$ cat src/rtl/txrx_buf_if.sv
// Producer/consumer bundle for txrx_buf: write handshake, show-ahead read
// port, fill level and the sticky overflow flag.
interface txrx_buf_if #(
    parameter int DATA_W = 8,
    parameter int DEPTH  = 4
);
    localparam int LW = $clog2(DEPTH) + 1;

    logic              vi;
    logic [DATA_W-1:0] sdata;
    logic              snt;
    logic              full;
    logic              vo;
    logic [DATA_W-1:0] rdata;
    logic              rack;
    logic [LW-1:0]     level;
    logic              ovf;
    logic              ovf_clr;

    modport master (
        output vi, sdata, rack, ovf_clr,
        input  snt, full, vo, rdata, level, ovf
    );

    modport slave (
        input  vi, sdata, rack, ovf_clr,
        output snt, full, vo, rdata, level, ovf
    );
endinterface

$ cat src/rtl/txrx_buf.sv
// Small show-ahead FIFO between a producer and a consumer, with a
// selectable full policy (reject newest or overwrite oldest) and a sticky overflow flag.
module txrx_buf #(
    parameter int DATA_W   = 8,
    parameter int DEPTH    = 4,
    parameter int OVF_MODE = 0
) (
    input logic   clk,
    input logic   reset_n,
    txrx_buf_if.slave bus
);
    localparam int            AW       = $clog2(DEPTH);
    localparam int            LW       = AW + 1;
    localparam logic [LW-1:0] FULL_LVL = LW'(DEPTH);

    logic [DATA_W-1:0] mem_q [DEPTH];
    logic [AW-1:0]     wr_ptr_q, wr_ptr_d;
    logic [AW-1:0]     rd_ptr_q, rd_ptr_d;
    logic [LW-1:0]     level_q, level_d;
    logic              snt_q, snt_d;
    logic              ovf_q, ovf_d;

    logic full_w, vo_w, rd_en, wr_acc, ovf_set, wr_ovr, wr_en, rd_adv;

    assign full_w  = (level_q == FULL_LVL);
    assign vo_w    = (level_q != '0);
    assign rd_en   = vo_w & bus.rack;
    assign wr_acc  = bus.vi & (~full_w | rd_en);
    assign ovf_set = bus.vi & full_w & ~rd_en;
    // In overwrite mode a blocked write evicts the oldest entry instead.
    assign wr_ovr  = (OVF_MODE == 1) & ovf_set;
    assign wr_en   = wr_acc | wr_ovr;
    assign rd_adv  = rd_en | wr_ovr;

    always_comb begin
        // NOTE: every next-state signal gets a default first, so no path leaves it unassigned (no latch).
        level_d  = level_q;
        wr_ptr_d = wr_ptr_q;
        rd_ptr_d = rd_ptr_q;
        if (wr_acc && !rd_en) begin
            level_d = level_q + LW'(1);
        end else if (rd_en && !wr_acc) begin
            level_d = level_q - LW'(1);
        end
        if (wr_en) begin
            wr_ptr_d = wr_ptr_q + AW'(1);
        end
        if (rd_adv) begin
            rd_ptr_d = rd_ptr_q + AW'(1);
        end
        snt_d = wr_en;
        ovf_d = ovf_q;
        if (ovf_set) begin
            ovf_d = 1'b1;
        end else if (bus.ovf_clr) begin
            ovf_d = 1'b0;
        end
    end

    // NOTE: sequential state uses non-blocking assignments only, so all registers update together.
    always_ff @(posedge clk or negedge reset_n) begin
        if (!reset_n) begin
            wr_ptr_q <= '0;
            rd_ptr_q <= '0;
            level_q  <= '0;
            snt_q    <= 1'b0;
            ovf_q    <= 1'b0;
        end else begin
            wr_ptr_q <= wr_ptr_d;
            rd_ptr_q <= rd_ptr_d;
            level_q  <= level_d;
            snt_q    <= snt_d;
            ovf_q    <= ovf_d;
        end
    end

    // NOTE: storage is deliberately not reset; level==0 already masks stale contents.
    always_ff @(posedge clk) begin
        if (wr_en) begin
            mem_q[wr_ptr_q] <= bus.sdata;
        end
    end

    assign bus.snt   = snt_q;
    assign bus.full  = full_w;
    assign bus.vo    = vo_w;
    assign bus.level = level_q;
    assign bus.ovf   = ovf_q;
    assign bus.rdata = vo_w ? mem_q[rd_ptr_q] : '0;
endmodule

$ cat src/flat_wrapper.sv
// flat-port wrapper written by rule: the top's interface ports become plain ports
module txrx_buf_flat 
#(
    parameter int DATA_W   = 8,
    parameter int DEPTH    = 4,
    parameter int OVF_MODE = 0
)
  (clk, reset_n, bus_vi, bus_sdata, bus_rack, bus_ovf_clr, bus_snt, bus_full, bus_vo, bus_rdata, bus_level, bus_ovf);
  txrx_buf_if #(.DATA_W(DATA_W), .DEPTH(DEPTH)) bus_i ();
  input logic clk;
  input logic reset_n;
  input wire logic [$bits(bus_i.vi)-1:0] bus_vi;
  input wire logic [$bits(bus_i.sdata)-1:0] bus_sdata;
  input wire logic [$bits(bus_i.rack)-1:0] bus_rack;
  input wire logic [$bits(bus_i.ovf_clr)-1:0] bus_ovf_clr;
  output wire logic [$bits(bus_i.snt)-1:0] bus_snt;
  output wire logic [$bits(bus_i.full)-1:0] bus_full;
  output wire logic [$bits(bus_i.vo)-1:0] bus_vo;
  output wire logic [$bits(bus_i.rdata)-1:0] bus_rdata;
  output wire logic [$bits(bus_i.level)-1:0] bus_level;
  output wire logic [$bits(bus_i.ovf)-1:0] bus_ovf;
  assign bus_i.vi = bus_vi;
  assign bus_i.sdata = bus_sdata;
  assign bus_i.rack = bus_rack;
  assign bus_i.ovf_clr = bus_ovf_clr;
  assign bus_snt = bus_i.snt;
  assign bus_full = bus_i.full;
  assign bus_vo = bus_i.vo;
  assign bus_rdata = bus_i.rdata;
  assign bus_level = bus_i.level;
  assign bus_ovf = bus_i.ovf;
  txrx_buf #(.DATA_W(DATA_W), .DEPTH(DEPTH), .OVF_MODE(OVF_MODE)) u_core (.clk(clk), .reset_n(reset_n), .bus(bus_i));
endmodule
$ cat config.mk
export PLATFORM = sky130hd
export DESIGN_NAME = txrx_buf_flat
export DESIGN_NICKNAME = d
export VERILOG_FILES = /design/src/rtl/txrx_buf_if.sv /design/src/rtl/txrx_buf.sv /design/src/flat_wrapper.sv
export SDC_FILE = /design/constraint.sdc
export NUM_CORES = 1
export LEC_CHECK = 0
export BUFFER_PORTS_ARGS = -buffer_cell sky130_fd_sc_hd__buf_2
export CAP_MARGIN = 10
export CORE_MARGIN = 10
export CORE_UTILIZATION = 49
export DETAILED_ROUTE_END_ITERATION = 8
export GPL_ROUTABILITY_DRIVEN = 0
export PLACE_DENSITY_LB_ADDON = 0.08
export RECOVER_POWER = 25
export SYNTH_ARGS = -nofsm -noshare
export SYNTH_HDL_FRONTEND = slang
export SYNTH_SLANG_ARGS = --single-unit
$ cat constraint.sdc
create_clock -name clk -period 2 [get_ports clk]
set_input_delay 0.3 -clock clk [delete_from_list [all_inputs] [get_ports clk]]
set_output_delay 0.3 -clock clk [all_outputs]
set_load 0.01 [all_outputs]
Yosys cells after proc, flatten, opt, wreduce, memory -nomap -nowiden
Memories as Yosys holds them, arrays and structs flattened.
Index checks and enable logic that the tools add are counted.

word-level totals
  register bits = 9
  memory bits (writable) = 32
  input bits = 13
  output and inout bits = 15
  word-level logic and storage cells = 32
  memories kept = 1

memories
  name          depth  width  read ports  clocked after Yosys merged registers in  wr ports  RTL line        source
  u_core.mem_q  4      8      1           0                                        1         txrx_buf.sv:16  logic [DATA_W-1:0] mem_q [DEPTH];

cells by class
  add/subtract/negate cells = 4
  equality and inequality tests = 1
  muxes and demuxes = 7
  bitwise operators = 7
  reductions and logical operators = 7

operators with widths
  cell                 count
  $mux 8               1
  $mux 3               2
  $add 2x1->2 const B  2
  $and 1x1->1          4
  $mux 1               4
  $reduce_bool 2->1    2
  $add 3x1->3 const B  1
  $eq 3x3->1 const B   1
  $reduce_bool 3->1    1
  $sub 3x1->3 const B  1
  $logic_and 1x1->1    2
  $logic_not 1->1      2
  $not 1->1            2
  $or 1x1->1           1

Logic depth before layout (Yosys ltp)
Gate-level depths: netlist of the first run.

  depth after elaboration = 8
  mapped depth = 8
  gate-level depth less buffers = 8

Worst setup path after synthesis of the first run
Ideal clock, no wire load.

  path type = reg2reg
  start = register u_core.level_q[0], in the netlist u_core.bus.level[0]
  end = register u_core.level_q[1], in the netlist u_core.bus.level[1]
  setup time = 0.125 ns
  arrival = 2.035 ns
  required time = 1.875 ns
  slack = -0.160 ns
  stages on the path, launching flop included = 7
  path buffers = 0
  period minus slack after synthesis = 2.160 ns
  cell sequence = dfrtp_1 -> or3b_1 -> o21a_4 -> ha_1 -> inv_1 -> fa_1 -> mux2_2

on the way
  elaborated cells between the ends (all ways) = 15
  classes of those cells = 2 x add/sub; 1 x eq/ne; 2 x mux; 4 x bitwise; 6 x reduce/logical

RTL lines
  element                                          RTL line                        source
  from (decl)                                      txrx_buf.sv:19                  logic [LW-1:0] level_q, level_d;
  from (signal assigned)                           txrx_buf.sv:71                  level_q <= level_d;
  $reduce_bool 3->1 or $eq 3x3->1 (tied branches)  txrx_buf.sv:26, txrx_buf.sv:25
  $and 1x1->1 or $not 1->1 (tied branches)         txrx_buf.sv:27, txrx_buf.sv:28
  $or 1x1->1 *                                     txrx_buf.sv:28                  assign wr_acc = bus.vi & (~full_w | rd_en);
  $and 1x1->1 *                                    txrx_buf.sv:28
  via u_core.snt_d                                 txrx_buf.sv:20                  logic snt_q, snt_d;
  $logic_and 1x1->1 *                              txrx_buf.sv:40                  if (wr_acc && !rd_en) begin
  $mux 3 *                                         txrx_buf.sv:40
  via u_core.level_d[1]                            txrx_buf.sv:19

The timed path passes the listed nets; every way through them passes the cells marked *. The select of a mux whose other input is x is not followed.
A chain may end at the register's enable or synchronous reset.

Final worst setup path of the first run
  start = register u_core.level_q[1], in the netlist u_core.bus.level[1]
  end = register u_core.level_q[1], in the netlist u_core.bus.level[1]

Same word-level chain as after synthesis.

==> run metrics, run 1 <==
Net count, final 155; n_diodes 0; final worst path period share 101%; power density over cell area roughly 1400 nW/µm²; Max Slew Vio Count 0; worst reg2reg path startpoint u_core.bus.level[1]; worst clock skew 13.7 ps; Yosys Warn Count 0; DR iter-0 viols 28; syn nets 110; measured slew at the worst slew-check pin approximately 460 ps; CP startpoint u_core.bus.level[1]; clk root buf clkbuf_4; gr ovfl total 0; total wire length 3.13 mm; WP data required about 2200 ps; status finished, violations left; CP startpoint kind flip-flop; RSZ-0062 raised after global routing yes; CTS max path bufs 2; leakage 0.808 nW; number of global-route vias before repair 1039; design area 2080 µm²; worst hold slack 125 ps; H-tree levels 2; DR vias 910; die width 78.8 µm; synth cell count leaders edfxtp_1 (32), dfrtp_1 (9), and2_1 (8), mux4_2 (8), inv_1 (6); ys async rst share 22.0%; Overall Global Routing Usage 10.9%; CTS tree yes; Area after DPL ~2000 µm²; die area 6220 µm²; core box area 3340 µm²; failing checks negative setup slack; most common cell in the netlist edfxtp_1; number of synthesized flops with an enable pin 32; IO Port Bufs 27; final design utilization between 60% and 70%; Achievable Freq 495 MHz; Worst EP arrival approximately 2300 ps; Fin. Hold Viols 0; Slew headroom 69.7%; Max Cap Violations 0; Mapped Area 1700 µm²; post-detail-place hpwl 2.23 mm; fin worst setup slack -22.2 ps; FP Rows 21; Worst Hold Class in2reg; WL/cell 17.1 µm; count of cell types in the netlist 21; cell count after synthesis 91; endpoint type of the worst setup path flip-flop; DRC Markers 0; Initial Util 50.8%; largest area contributor in the netlist edfxtp_1; WS Path Type reg2reg; Final setup viols 2; I/O pin count 28; clk_lat worst skew 340 ps; first-pass GRT wire length 5.10 mm; largest net degree at the start of global routing 13; flop and latch count out of synthesis 41; crit path time final 2020 ps; most common flop cell mapped by yosys edfxtp_1; layout cells sized above 1 47.4%; area share of the largest cell type after synthesis between 50% and 60%; Max VDD drop 663 µV; critical path fanouts, max 2; CTS Sinks 41; clk slew on worst S/H paths 110 ps; Routed Antenna Nets 0; register area share after synthesis 69.9%; DR pass1 iterations 4; hold_sp bus_ovf_clr; Die Height between 70 and 80 µm; Avg Vias per Cell 4.97; total negative slack -23.8 ps; Syn Area/Cell 18.6 µm²; Area growth syn-to-layout 22.8%; clock buffer count from CTS 5; ranking of synthesized cells by area edfxtp_1 (57%), dfrtp_1 (13%), mux4_2 (11%); initial antenna violation count 0
-- flip-flops by register name (all words and copies together), names as in the netlist --
register,flops
u_core.bus.snt,1
u_core.rd_ptr_q,2
u_core.wr_ptr_q,2
u_core.bus.ovf,1
u_core.mem_q,32
u_core.bus.level,3
-- worst paths after layout --
kind,endpoint,slack (ps),depth (start not counted)
max,u_core.bus.level[1],-20,6
min,u_core.bus.ovf,120,2
max reg2reg,u_core.bus.level[1],-20,6
min reg2reg,u_core.bus.ovf,550,2
max in group asynchronous,u_core.bus.level[1],1470,2
min in group asynchronous,u_core.rd_ptr_q[1],330,2
-- critical path: stages, from the launching register on --
cell	delay (ps)
dfrtp_2	420
or3b_4	400
o21a_4	210
ha_4	160
inv_2	50
fa_1	400
mux2_2	270
-- where the power goes --
group / internal, mW / switching [mW]
combinational: 0.755 / 0.571
clock: 0.134 / 0.252
sequential: 1.15 / 0.124
-- layout make-up --
cell class | instances | area (µm²)
Sequential cell | 41 | 1190
Clock inverter | 2 | 10.0
Inverter | 6 | 22.5
Timing Repair Buffer | 41 | 256
Clock buffer | 6 | 41.3
Fill cell | 276 | 1250
Multi-Input combinational cell | 41 | 505
Tap cell | 46 | 57.6
-- per-stage QoR --
stage | setup slack, ps | power, mW | std cells
after global placement | 5.35 | 2.49 | 170
after CTS | -8.80 | 3.00 | 183
after global routing | -56.4 | 3.16 | 183
after floorplan | -62.6 | 2.02 | 91
after detailed placement | -26.2 | 2.53 | 170
final | -22.2 | 2.99 | 183
-- metal layers --
layer / vias up / part of all wire (%) / routed length [µm] / global-route usage (%)
met4: 0 / 1.5 / 48 / 3.76
li1: 424 / - / - / -
met1: 456 / 41 / 1270 / 10.9
met2: 24 / 52 / 1630 / 19.4
met5: - / 0 / 0 / 0
met3: 6 / 5.8 / 181 / 5.07
-- cells in the final DEF (no fill, tap or decap) --
master / synthesis / routed
edfxtp_1: 32 / 32
buf_2: 2 / 19
buf_4: 0 / 11
mux4_2: 8 / 8
clkbuf_1: 1 / 8
and2_1: 8 / 6
dfrtp_1: 9 / 6
inv_1: 6 / 5
clkbuf_4: 0 / 5
and2_2: 4 / 4
xnor2_1: 4 / 4
ha_1: 5 / 4
dfrtp_2: 0 / 3
and2_4: 0 / 2
xor2_1: 2 / 2
clkinv_2: 0 / 2
buf_6: 0 / 2
or3_4: 0 / 1
nand2_4: 0 / 1
or3b_4: 0 / 1
o21a_4: 1 / 1
inv_2: 0 / 1
mux2_2: 1 / 1
nor2_1: 1 / 1
nand3_1: 1 / 1
mux2_4: 1 / 1
o32ai_1: 1 / 1
fa_1: 1 / 1
ha_4: 0 / 1
dlygate4sd3_1: 0 / 1
buf_12: 0 / 1
-- cell families (layout without fill, tap and decap cells) --
logic type | count (synthesis) | after routing | share of synthesized area [%]
DFF | 41 | 41 | 69.9
and+or+nand+nor | 17 | 17 | 6.42
muxes | 10 | 10 | 12.2
buffers and inverters | 9 | 55 | 2.14
adders and majority gates | 6 | 6 | 4.87
xor gates and xnor gates | 6 | 6 | 3.10
AOI/OAI and AO/OA | 2 | 2 | 1.40
-- timing repair --
item,4_1_cts,5_1_grt
hold buffers,1,0
endpoints found under the hold margin,9,0
setup buffers,4,0
resized for setup,5,2
endpoints found under the setup margin,10,10
pin swaps,4,1
Power figures use the tool's default switching activity.
==> run 2, diff against run 1 <==
MAX_ROUTING_LAYER = met4   (was unset)
==> run 2 against run 1 <==
Net effect:
- the flow still finishes with violations (negative setup slack)
- largest cell class unchanged
- die area unchanged
- sequential share of layout area unchanged
- hold slack better by 7.1 ps
- setup slack worse by 1.0 ps
- register-to-register slack about the same
- clock power about the same
- utilization unchanged
==> run metrics, run 2 (same netlist as run 1, synthesis figures left out) <==
n_diodes 0 (unchanged); Slew headroom 69.5% (-0.15 points); Worst EP arrival 2260 ps (about the same); gr ovfl total 0 (unchanged); worst hold slack 132 ps (+7.11 ps); leakage 0.808 nW (unchanged); number of global-route vias before repair 1031 (-0.77%); design area 2080 µm² (unchanged); Max Cap Violations 0 (unchanged); status finished, violations left; Overall Global Routing Usage 11.1% (+0.25 points); DR pass1 iterations 4 (unchanged); Area growth syn-to-layout 22.8% (unchanged); endpoint type of the worst setup path flip-flop; routed length on met3 153 µm (-15%); post-detail-place hpwl 2.23 mm (unchanged); Worst Hold Class in2reg; clk root buf clkbuf_4; WL met2 1.63 mm (+0.55%); DR vias 913 (+0.33%); core box area 3340 µm² (unchanged); critical path fanouts, max 2 (unchanged); clk slew on worst S/H paths 110 ps (about the same); die area 6220 µm² (unchanged); Pwr Total 2.98 mW (about the same); Initial Util 50.8% (unchanged); CTS tree yes; final worst path period share 101% (about the same); final design utilization 62.4% (unchanged); first-pass GRT wire length 5.10 mm (unchanged); top layer in use met4; Worst path slowest cell dfrtp_2; DRC Markers 0 (unchanged); CTS Sinks 41 (unchanged); Final setup viols 2 (unchanged); WP data required 2240 ps (about the same); WS Path Type reg2reg; Max VDD drop 661 µV (-0.38%); clk_lat worst skew 340 ps (about the same); Die Height 78.8 µm (unchanged); failing checks negative setup slack; Max Slew Vio Count 0 (unchanged); H-tree levels 2 (unchanged); worst clock skew 13.4 ps (-0.288 ps); max FFs per register 32 (unchanged); WL/cell 17.1 µm (-0.16%); total negative slack -25.4 ps (-1.60 ps); Net count, final 155 (unchanged); die width 78.8 µm (unchanged); fin worst setup slack -23.2 ps (-1.04 ps); measured slew at the worst slew-check pin 457 ps (+2.21 ps); RSZ-0062 raised after global routing yes; Area after DPL 1980 µm² (unchanged); CP startpoint kind flip-flop; largest register by flop count u_core.mem_q; Routed Antenna Nets 0 (unchanged); largest net degree at the start of global routing 13 (unchanged); clock buffer count from CTS 5 (unchanged); most common library cell in the layout ignoring fill and taps edfxtp_1; FP Rows 21 (unchanged); Achievable Freq 494 MHz (about the same); fillers 276 (unchanged); most frequent cells in the layout edfxtp_1 (32), buf_2 (19), buf_4 (11), mux4_2 (8), clkbuf_1 (8); Buf/Inv on CP 1 (unchanged); power density over cell area 1430 nW/µm² (about the same); Metal-1 WL 1.30 mm (+2.0%); crit path time final 2020 ps (+1.04 ps); Fin. Hold Viols 0 (unchanged); CP top delay family adder cells; DR iter-0 viols 37 (+32%); IO Port Bufs 27 (unchanged); crit path cell chain or3b_4, o21a_4, ha_4, inv_2, fa_1, mux2_2; I/O pin count 28 (unchanged); Max stage delay on crit path 420 ps (about the same); Avg Vias per Cell 4.99 (+0.33%); layout cells sized above 1 47.4% (unchanged); total wire length 3.13 mm (-0.16%); initial antenna violation count 0 (unchanged); CTS max path bufs 2 (unchanged); FF-to-FF setup slack -20 ps (about the same)
run 2: cell counts in the layout (fill, tap and decap cells not counted):
Identical to the previous run, type by type.
run 2: final timing paths:
| path | from | endpoint | cells past startpoint |
|---|---|---|---|
| setup / recovery | u_core.bus.level[1] | u_core.bus.level[1] | 6 |
| hold / removal | bus_ovf_clr | u_core.bus.ovf | 2 |
| setup reg to reg | u_core.bus.level[1] | u_core.bus.level[1] | 6 |
| hold reg to reg | u_core.bus.ovf | u_core.bus.ovf | 2 |
| max in group asynchronous | reset_n | u_core.bus.level[1] | 2 |
| min in group asynchronous | reset_n | u_core.rd_ptr_q[1] | 2 |
run 2: layout make-up:
| cell class | instances | area [µm²] | area share (%) |
|---|---|---|---|
| sequential | 41 | 1190 | 57.1 |
| multi-input combinational | 41 | 505 | 24.3 |
| timing repair buffer | 41 | 256 | 12.3 |
| tap | 46 | 57.6 | 2.76 |
| clock buffer | 6 | 41.3 | 1.98 |
| inverter | 6 | 22.5 | 1.08 |
| clock inverter | 2 | 10.0 | 0.480 |
run 2: per-stage QoR:
step / cells / setup WS, ps
6_report: 183 / -23.2
3_5_place_dp: 170 / -26.2
5_1_grt: 183 / -56.4
2_1_floorplan: 91 / -62.6
3_3_place_gp: 170 / 5.35
4_1_cts: 183 / -8.80
run 2: metal layers:
metal | GRT usage (%) | up-vias
met5 | - | -
met4 | 3.76 | 0
met3 | 4.28 | 5
met2 | 19.4 | 26
met1 | 11.2 | 457
li1 | - | 425
run 2: where the power goes:
part           internal, mW  switching [mW]  total, mW
registers              1.15           0.125       1.27
clock network         0.134           0.249      0.383
logic                 0.755           0.571       1.33
run 2: what timing repair did:
action,CTS,global route
hold endpoints to repair,9,0
hold buffers,1,0
endpoints found under the setup margin,10,10
pin swaps,4,1
setup buffers,4,0
resized for setup,5,2
